File: src/rtl/encoder_8_3_pipe_if.sv
// Valid/ready bundle for the pipelined one-hot encoder.
// Master drives vectors in and accepts results; slave is the encoder.
interface encoder_8_3_pipe_if #(
  parameter int N = 3
);
  logic               in_valid;
  logic               in_ready;
  logic [(1<<N)-1:0]  in;
  logic               out_valid;
  logic               out_ready;
  logic [N-1:0]       out;
  logic               out_zero;
  logic               out_multi;

  modport master (
    output in_valid, in, out_ready,
    input  in_ready, out_valid, out, out_zero, out_multi
  );

  modport slave (
    input  in_valid, in, out_ready,
    output in_ready, out_valid, out, out_zero, out_multi
  );
endinterface

File: src/rtl/encoder_8_3_pipe.sv
// Two-stage one-hot to binary encoder with zero/multi-hot flags
// and a saturating error counter.
module encoder_8_3_pipe #(
  parameter int N = 3
) (
  input  logic                clk,
  input  logic                rst,
  encoder_8_3_pipe_if.slave   bus,
  input  logic                err_clr,
  output logic [7:0]          err_count
);
  localparam int W = 1 << N;

  logic          s1_valid_q, s1_valid_d;
  logic [W-1:0]  s1_vec_q, s1_vec_d;
  logic          out_valid_q, out_valid_d;
  logic [N-1:0]  out_q, out_d;
  logic          zero_q, zero_d;
  logic          multi_q, multi_d;
  logic [7:0]    err_q, err_d;

  logic adv;
  logic accept;
  logic out_hs;

  // Lowest set bit wins when several bits are set.
  function automatic logic [N-1:0] lowest(input logic [W-1:0] v);
    lowest = '0;
    for (int i = W - 1; i >= 0; i--) begin
      if (v[i]) lowest = N'(i);
    end
  endfunction

  assign adv    = !out_valid_q || bus.out_ready;
  assign accept = bus.in_valid && bus.in_ready;
  assign out_hs = out_valid_q && bus.out_ready;

  assign bus.in_ready  = !s1_valid_q || adv;
  assign bus.out_valid = out_valid_q;
  assign bus.out       = out_q;
  assign bus.out_zero  = zero_q;
  assign bus.out_multi = multi_q;
  assign err_count     = err_q;

  always_comb begin
    s1_valid_d = s1_valid_q;
    s1_vec_d   = s1_vec_q;
    if (accept) begin
      s1_valid_d = 1'b1;
      s1_vec_d   = bus.in;
    end else if (adv) begin
      s1_valid_d = 1'b0;
    end
  end

  always_comb begin
    out_valid_d = out_valid_q;
    out_d       = out_q;
    zero_d      = zero_q;
    multi_d     = multi_q;
    if (adv) begin
      out_valid_d = s1_valid_q;
      if (s1_valid_q) begin
        out_d   = lowest(s1_vec_q);
        zero_d  = (s1_vec_q == '0);
        multi_d = |(s1_vec_q & (s1_vec_q - W'(1)));
      end
    end
  end

  always_comb begin
    err_d = err_q;
    if (err_clr) begin
      err_d = '0;
    end else if (out_hs && (zero_q || multi_q) && err_q != 8'hFF) begin
      err_d = err_q + 8'd1;
    end
  end

  always_ff @(posedge clk or posedge rst) begin
    if (rst) begin
      s1_valid_q  <= 1'b0;
      s1_vec_q    <= '0;
      out_valid_q <= 1'b0;
      out_q       <= '0;
      zero_q      <= 1'b0;
      multi_q     <= 1'b0;
      err_q       <= '0;
    end else begin
      s1_valid_q  <= s1_valid_d;
      s1_vec_q    <= s1_vec_d;
      out_valid_q <= out_valid_d;
      out_q       <= out_d;
      zero_q      <= zero_d;
      multi_q     <= multi_d;
      err_q       <= err_d;
    end
  end
endmodule
File: src/flat_wrapper.sv
// flat-port wrapper written by rule: the top's interface ports become plain ports
module encoder_8_3_pipe_flat 
#(
  parameter int N = 3
)
  (clk, rst, err_clr, err_count, bus_in_valid, bus_in, bus_out_ready, bus_in_ready, bus_out_valid, bus_out, bus_out_zero, bus_out_multi);
  encoder_8_3_pipe_if #(.N(N)) bus_i ();
  input  logic clk;
  input  logic rst;
  input  logic err_clr;
  output logic [7:0] err_count;
  input wire logic [$bits(bus_i.in_valid)-1:0] bus_in_valid;
  input wire logic [$bits(bus_i.in)-1:0] bus_in;
  input wire logic [$bits(bus_i.out_ready)-1:0] bus_out_ready;
  output wire logic [$bits(bus_i.in_ready)-1:0] bus_in_ready;
  output wire logic [$bits(bus_i.out_valid)-1:0] bus_out_valid;
  output wire logic [$bits(bus_i.out)-1:0] bus_out;
  output wire logic [$bits(bus_i.out_zero)-1:0] bus_out_zero;
  output wire logic [$bits(bus_i.out_multi)-1:0] bus_out_multi;
  assign bus_i.in_valid = bus_in_valid;
  assign bus_i.in = bus_in;
  assign bus_i.out_ready = bus_out_ready;
  assign bus_in_ready = bus_i.in_ready;
  assign bus_out_valid = bus_i.out_valid;
  assign bus_out = bus_i.out;
  assign bus_out_zero = bus_i.out_zero;
  assign bus_out_multi = bus_i.out_multi;
  encoder_8_3_pipe #(.N(N)) u_core (.clk(clk), .rst(rst), .bus(bus_i), .err_clr(err_clr), .err_count(err_count));
endmodule
File: config.mk
export PLATFORM = sky130hd
export DESIGN_NAME = encoder_8_3_pipe_flat
export DESIGN_NICKNAME = d
export VERILOG_FILES = /design/src/rtl/encoder_8_3_pipe_if.sv /design/src/rtl/encoder_8_3_pipe.sv /design/src/flat_wrapper.sv
export SDC_FILE = /design/constraint.sdc
export NUM_CORES = 1
export LEC_CHECK = 0
export CAP_MARGIN = 15
export CORE_MARGIN = 5
export CORE_UTILIZATION = 51
export CTS_CLUSTER_DIAMETER = 80
export DETAILED_ROUTE_END_ITERATION = 6
export HOLD_SLACK_MARGIN = 0.12
export PLACE_DENSITY = 0.83
export SYNTH_ARGS = -nofsm -noshare
export SYNTH_HDL_FRONTEND = slang
export SYNTH_SLANG_ARGS = --single-unit
File: constraint.sdc
create_clock -name clk -period 4.48 [get_ports clk]
set_input_delay 1.12 -clock clk [delete_from_list [all_inputs] [get_ports clk]]
set_output_delay 1.12 -clock clk [all_outputs]
set_load 0.02 [all_outputs]
; ---- After elaboration in Yosys (flattened, before gate mapping)
; Cells that the tools add are included.
[op_classes]
n_addsub = 2
n_mul = 0
div_mod_pow = 0
order_cmp = 0
n_eq_ne = 1
n_shift = 0
n_mux = 12
n_bitwise = 1
n_reduce_logical = 14
[ops]
columns = cell, count
row1 = $mux 3, 8
row2 = $mux 8, 2
row3 = $add 8x1->8 const B, 1
row4 = $and 8x8->8, 1
row5 = $logic_not 8->1, 1
row6 = $ne 8x8->1 const B, 1
row7 = $reduce_or 8->1, 1
row8 = $sub 8x1->8 const B, 1
row9 = $logic_and 1x1->1, 4
row10 = $reduce_bool 2->1, 2
row11 = $logic_or 1x1->1, 3
row12 = $logic_not 1->1, 2
row13 = $mux 1, 2
row14 = $reduce_and 2->1, 1
[totals]
ff_bits = 23
latchBits = 0
mem_bits_rw = 0
rom_bits = 0
out_inout_bits = 15
wordCells = 37
memories = 0

; ---- Logic depth before layout (Yosys ltp)
[depth]
depth_word = 8
mapped_depth = 5

; ---- Worst setup path before layout
; No wires, ideal clock.
[synth_path]
path_type = input-to-output
startpoint = input port bus_out_ready
endpoint = output port bus_in_ready
arrival_time_ps = 1403
t_required_ps = 3360
path_slack_ps = 1957
cell_stages = 1
path_buffers = 0
cell_sequence = nand3b_1
[synth_via]
elab_chain_len = 2
[synth_rtl]
columns = element, line
row1 = start: declaration, flat_wrapper.sv:14  ; input wire logic [$bits(bus_i.out_ready)-1:0] bus_out_ready;
row2 = $logic_or 1x1->1, encoder_8_3_pipe.sv:34  ; assign adv = !out_valid_q || bus.out_ready;
row3 = $logic_or 1x1->1, encoder_8_3_pipe.sv:38  ; assign bus.in_ready = !s1_valid_q || adv;
row4 = end: declaration, flat_wrapper.sv:15  ; output wire logic [$bits(bus_i.in_ready)-1:0] bus_in_ready;
; Every way passes these cells.

; ---- Final worst setup path
; Ends and elaborated chain as after synthesis.

==> results.cfg <==
[outcome]
status = finished, final reports clean

[timing]
period_share = 0.783
maxSlewHeadroom = 0.444
finalClockSkew_ps = 5.07
period_needed_ps = 3510
rsz0062_at_grt = no
slew_viol_final = 0
setup_tns_ps = 0
setup_ws_ps = 970
setup_viol = 0
tightest_slew_ps = 833
finalHoldViolCount = 0
clock.fmax_mhz = 285

[clock_tree]
postCtsSetupRepairBufs = 0
ctsResizeCount = 0
cts_tree = built
cts.sinks = 23
root_buffer = clkbuf_4
path_clk_slew_ps = 120
clk_latency_ps = 310
htreeDepth = 1
numCtsBuffers = 3
holdBufCountCts = 0
cts_buffer_depth = 2

[cells_and_area]
post-route-util = 0.672
layout-drive-gt1-share = 0.124
design_area_um2 = 1440
syn_to_final_growth_pct = 29.4
finalNetCount = 144
diodes = 0
layout.cells.non_filler = 157

[critical_path]
r2r-end = u_core.bus.out_multi
slowest_stage = clkdlybuf4s50_1
path_max_fanout = 3
path_buf_inv = 2
critPathMaxStageDelay_ps = 620
path_depth = 3
crit_type = primary input to primary output
crit_path_frequent_cell = clkdlybuf4s50_1
end_kind = primary output
reg2reg_slack_ps = 2960
reg2regPathDepth = 4
worst_ep_required_time_ps = 3360
crit_start = bus_out_ready
cp_top_family = buffers and inverters
crit_arrival_ps = 2390
r2r-start = u_core.s1_vec_q[3]
crit_end = bus_in_ready
path_cells = clkdlybuf4s50_1 > nand3b_1 > clkdlybuf4s50_1
critPathLaunchType = primary input

[route]
drtPass1Iterations = 3
wire_per_inst_um = 13.8
drtIter0Drc = 14
wl_um = 2170
route.detailed.drc = 0
ant_nets = 0
via_count = 855
drt-vias-per-instance = 5.45

[synth]
synth_top_area_cell = dfrtp_1
ys_ff_latch = 23
netlist_instances = 99
synthTopCellsByArea = dfrtp_1 (52%), mux2_2 (8.1%), xor2_1 (4.7%)
yosys_warnings = 0
netlist_area_um2 = 1110
ys_seq_area_frac = 0.516
syn_avg_cell_area_um2 = 11.3
syn-num-nets = 113
synth.top_cell.area_share = 0.516
synth_cell_types = 32

[die]
die_height_um = 56.8
start_util = 0.519
core_um2 = 2150
die_w_um = 56.8
core.rowCount = 17
dieArea_um2 = 3220
io_pins = 28

[placed_design]
dp_slack_ps = 971
post_dp_cell_area_um2 = 1420
gp_congestion = 0.768
placed_cells = 153
dp_hpwl_um = 1690
portBuffers = 27

[job]
max-cap-violations = 0

[global_route]
grt_pass1_vias = 862
grt_start_max_net_pins = 24
gr-usage-all-layers = 0.147
grt_pass1_wl_um = 3680
antenna_found_initial = 0
gr-total-overflow = 0

[min_path]
hold_path_class = flip-flop to flip-flop

[power_and_ir_drop]
ir_drop_uv = 252
powerDensity_nw_per_um2 = 312
power_leakage_nw = 0.627
-- worst register-to-register path: stages (launching register included) --
cell	delay (ps)
dfrtp_1	460
or4_4	560
nor3_2	160
nor2_1	50
a22o_1	180
-- layout make-up --
class	instances	area, µm²
sequential	23	576
timing repair buffer	27	270
tap	28	35.0
clock buffer	4	26.3
multi-input combinational	72	524
fill	177	706
inverter	3	11.3
-- cell usage after synthesis --
master,n
nor3_1,4
o2111ai_1,4
dfrtp_1,23
o21ba_1,1
o211ai_1,2
nand3_1,2
buf_1,1
o211a_2,1
xor2_1,6
mux2i_1,2
and2_1,2
nand2_1,5
a22o_1,1
nand2b_1,4
nor2_1,11
and3_1,2
inv_1,3
or4_4,1
a21oi_1,2
nand3b_1,1
o21ai_1,2
nor3_2,1
o31ai_1,1
mux2_2,8
nor4_1,1
nand4_2,1
o21bai_1,1
o21a_1,1
ha_1,1
nand2_4,1
maj3_1,2
o41ai_1,1
-- cells in the final DEF, fill, tap and decap left out, types with 3 or more instances in the layout --
master / synthesis / routed
nor2_1: 11 / 11
clkdlybuf4s50_1: 0 / 27
nand2b_1: 4 / 4
inv_1: 3 / 3
nand2_1: 5 / 5
nor3_1: 4 / 4
xor2_1: 6 / 6
dfrtp_1: 23 / 23
clkbuf_4: 0 / 3
mux2_2: 8 / 8
o2111ai_1: 4 / 4
-- registers in the layout, indices dropped and copies added, names as in the netlist --
name,count
u_core.bus.out,3
u_core.bus.out_valid,1
u_core.bus.out_zero,1
u_core.s1_valid_q,1
u_core.err_count,8
u_core.s1_vec_q,8
u_core.bus.out_multi,1
-- worst min path at each step --
| stage | depth (start not counted) | endpoint | slack [ps] | from |
|---|---|---|---|---|
| finish | 2 | u_core.bus.out[1] | 490 | u_core.bus.out[1] |
| global route | 2 | u_core.bus.out[1] | 510 | u_core.bus.out[1] |
| CTS | 2 | u_core.bus.out[1] | 490 | u_core.bus.out[1] |
| detailed placement | 2 | u_core.bus.out[1] | 470 | u_core.bus.out[1] |
| global placement | 2 | u_core.bus.out[1] | 460 | u_core.bus.out[1] |
| floorplan | 1 | u_core.bus.out[1] | 500 | u_core.s1_vec_q[0] |
-- layer usage --
metal / vias to the layer above / track usage / wire, µm / share of wire
met5: - / 0 / 0 / 0
met4: 0 / 0.0596 / 38 / 0.018
met3: 5 / 0.0322 / 124 / 0.057
met2: 20 / 0.289 / 1180 / 0.54
met1: 410 / 0.145 / 829 / 0.38
li1: 420 / - / - / -
-- kinds of logic (layout without fill, tap and decap cells) --
family,after synthesis,count (layout),synth area share
AOI/OAI and AO/OA,17,17,0.117
DFF,23,23,0.516
buffers and inverters,4,34,0.0135
xor gates and xnor gates,6,6,0.0471
muxes,10,10,0.0988
and+or+nand+nor,36,36,0.178
adders and majority gates,3,3,0.0292
-- power by group --
part           internal [mW]  total, mW  switching, mW
combinational         0.0555      0.103         0.0479
clock                 0.0348     0.0943         0.0595
sequential             0.228      0.252         0.0239
-- through the flow --
step	power [mW]	hold slack, ps
finish	0.450	486
global route	0.476	514
global placement	0.355	465
CTS	0.455	495
detailed placement	0.360	466
floorplan	0.315	496
Power figures use the tool's default switching activity.
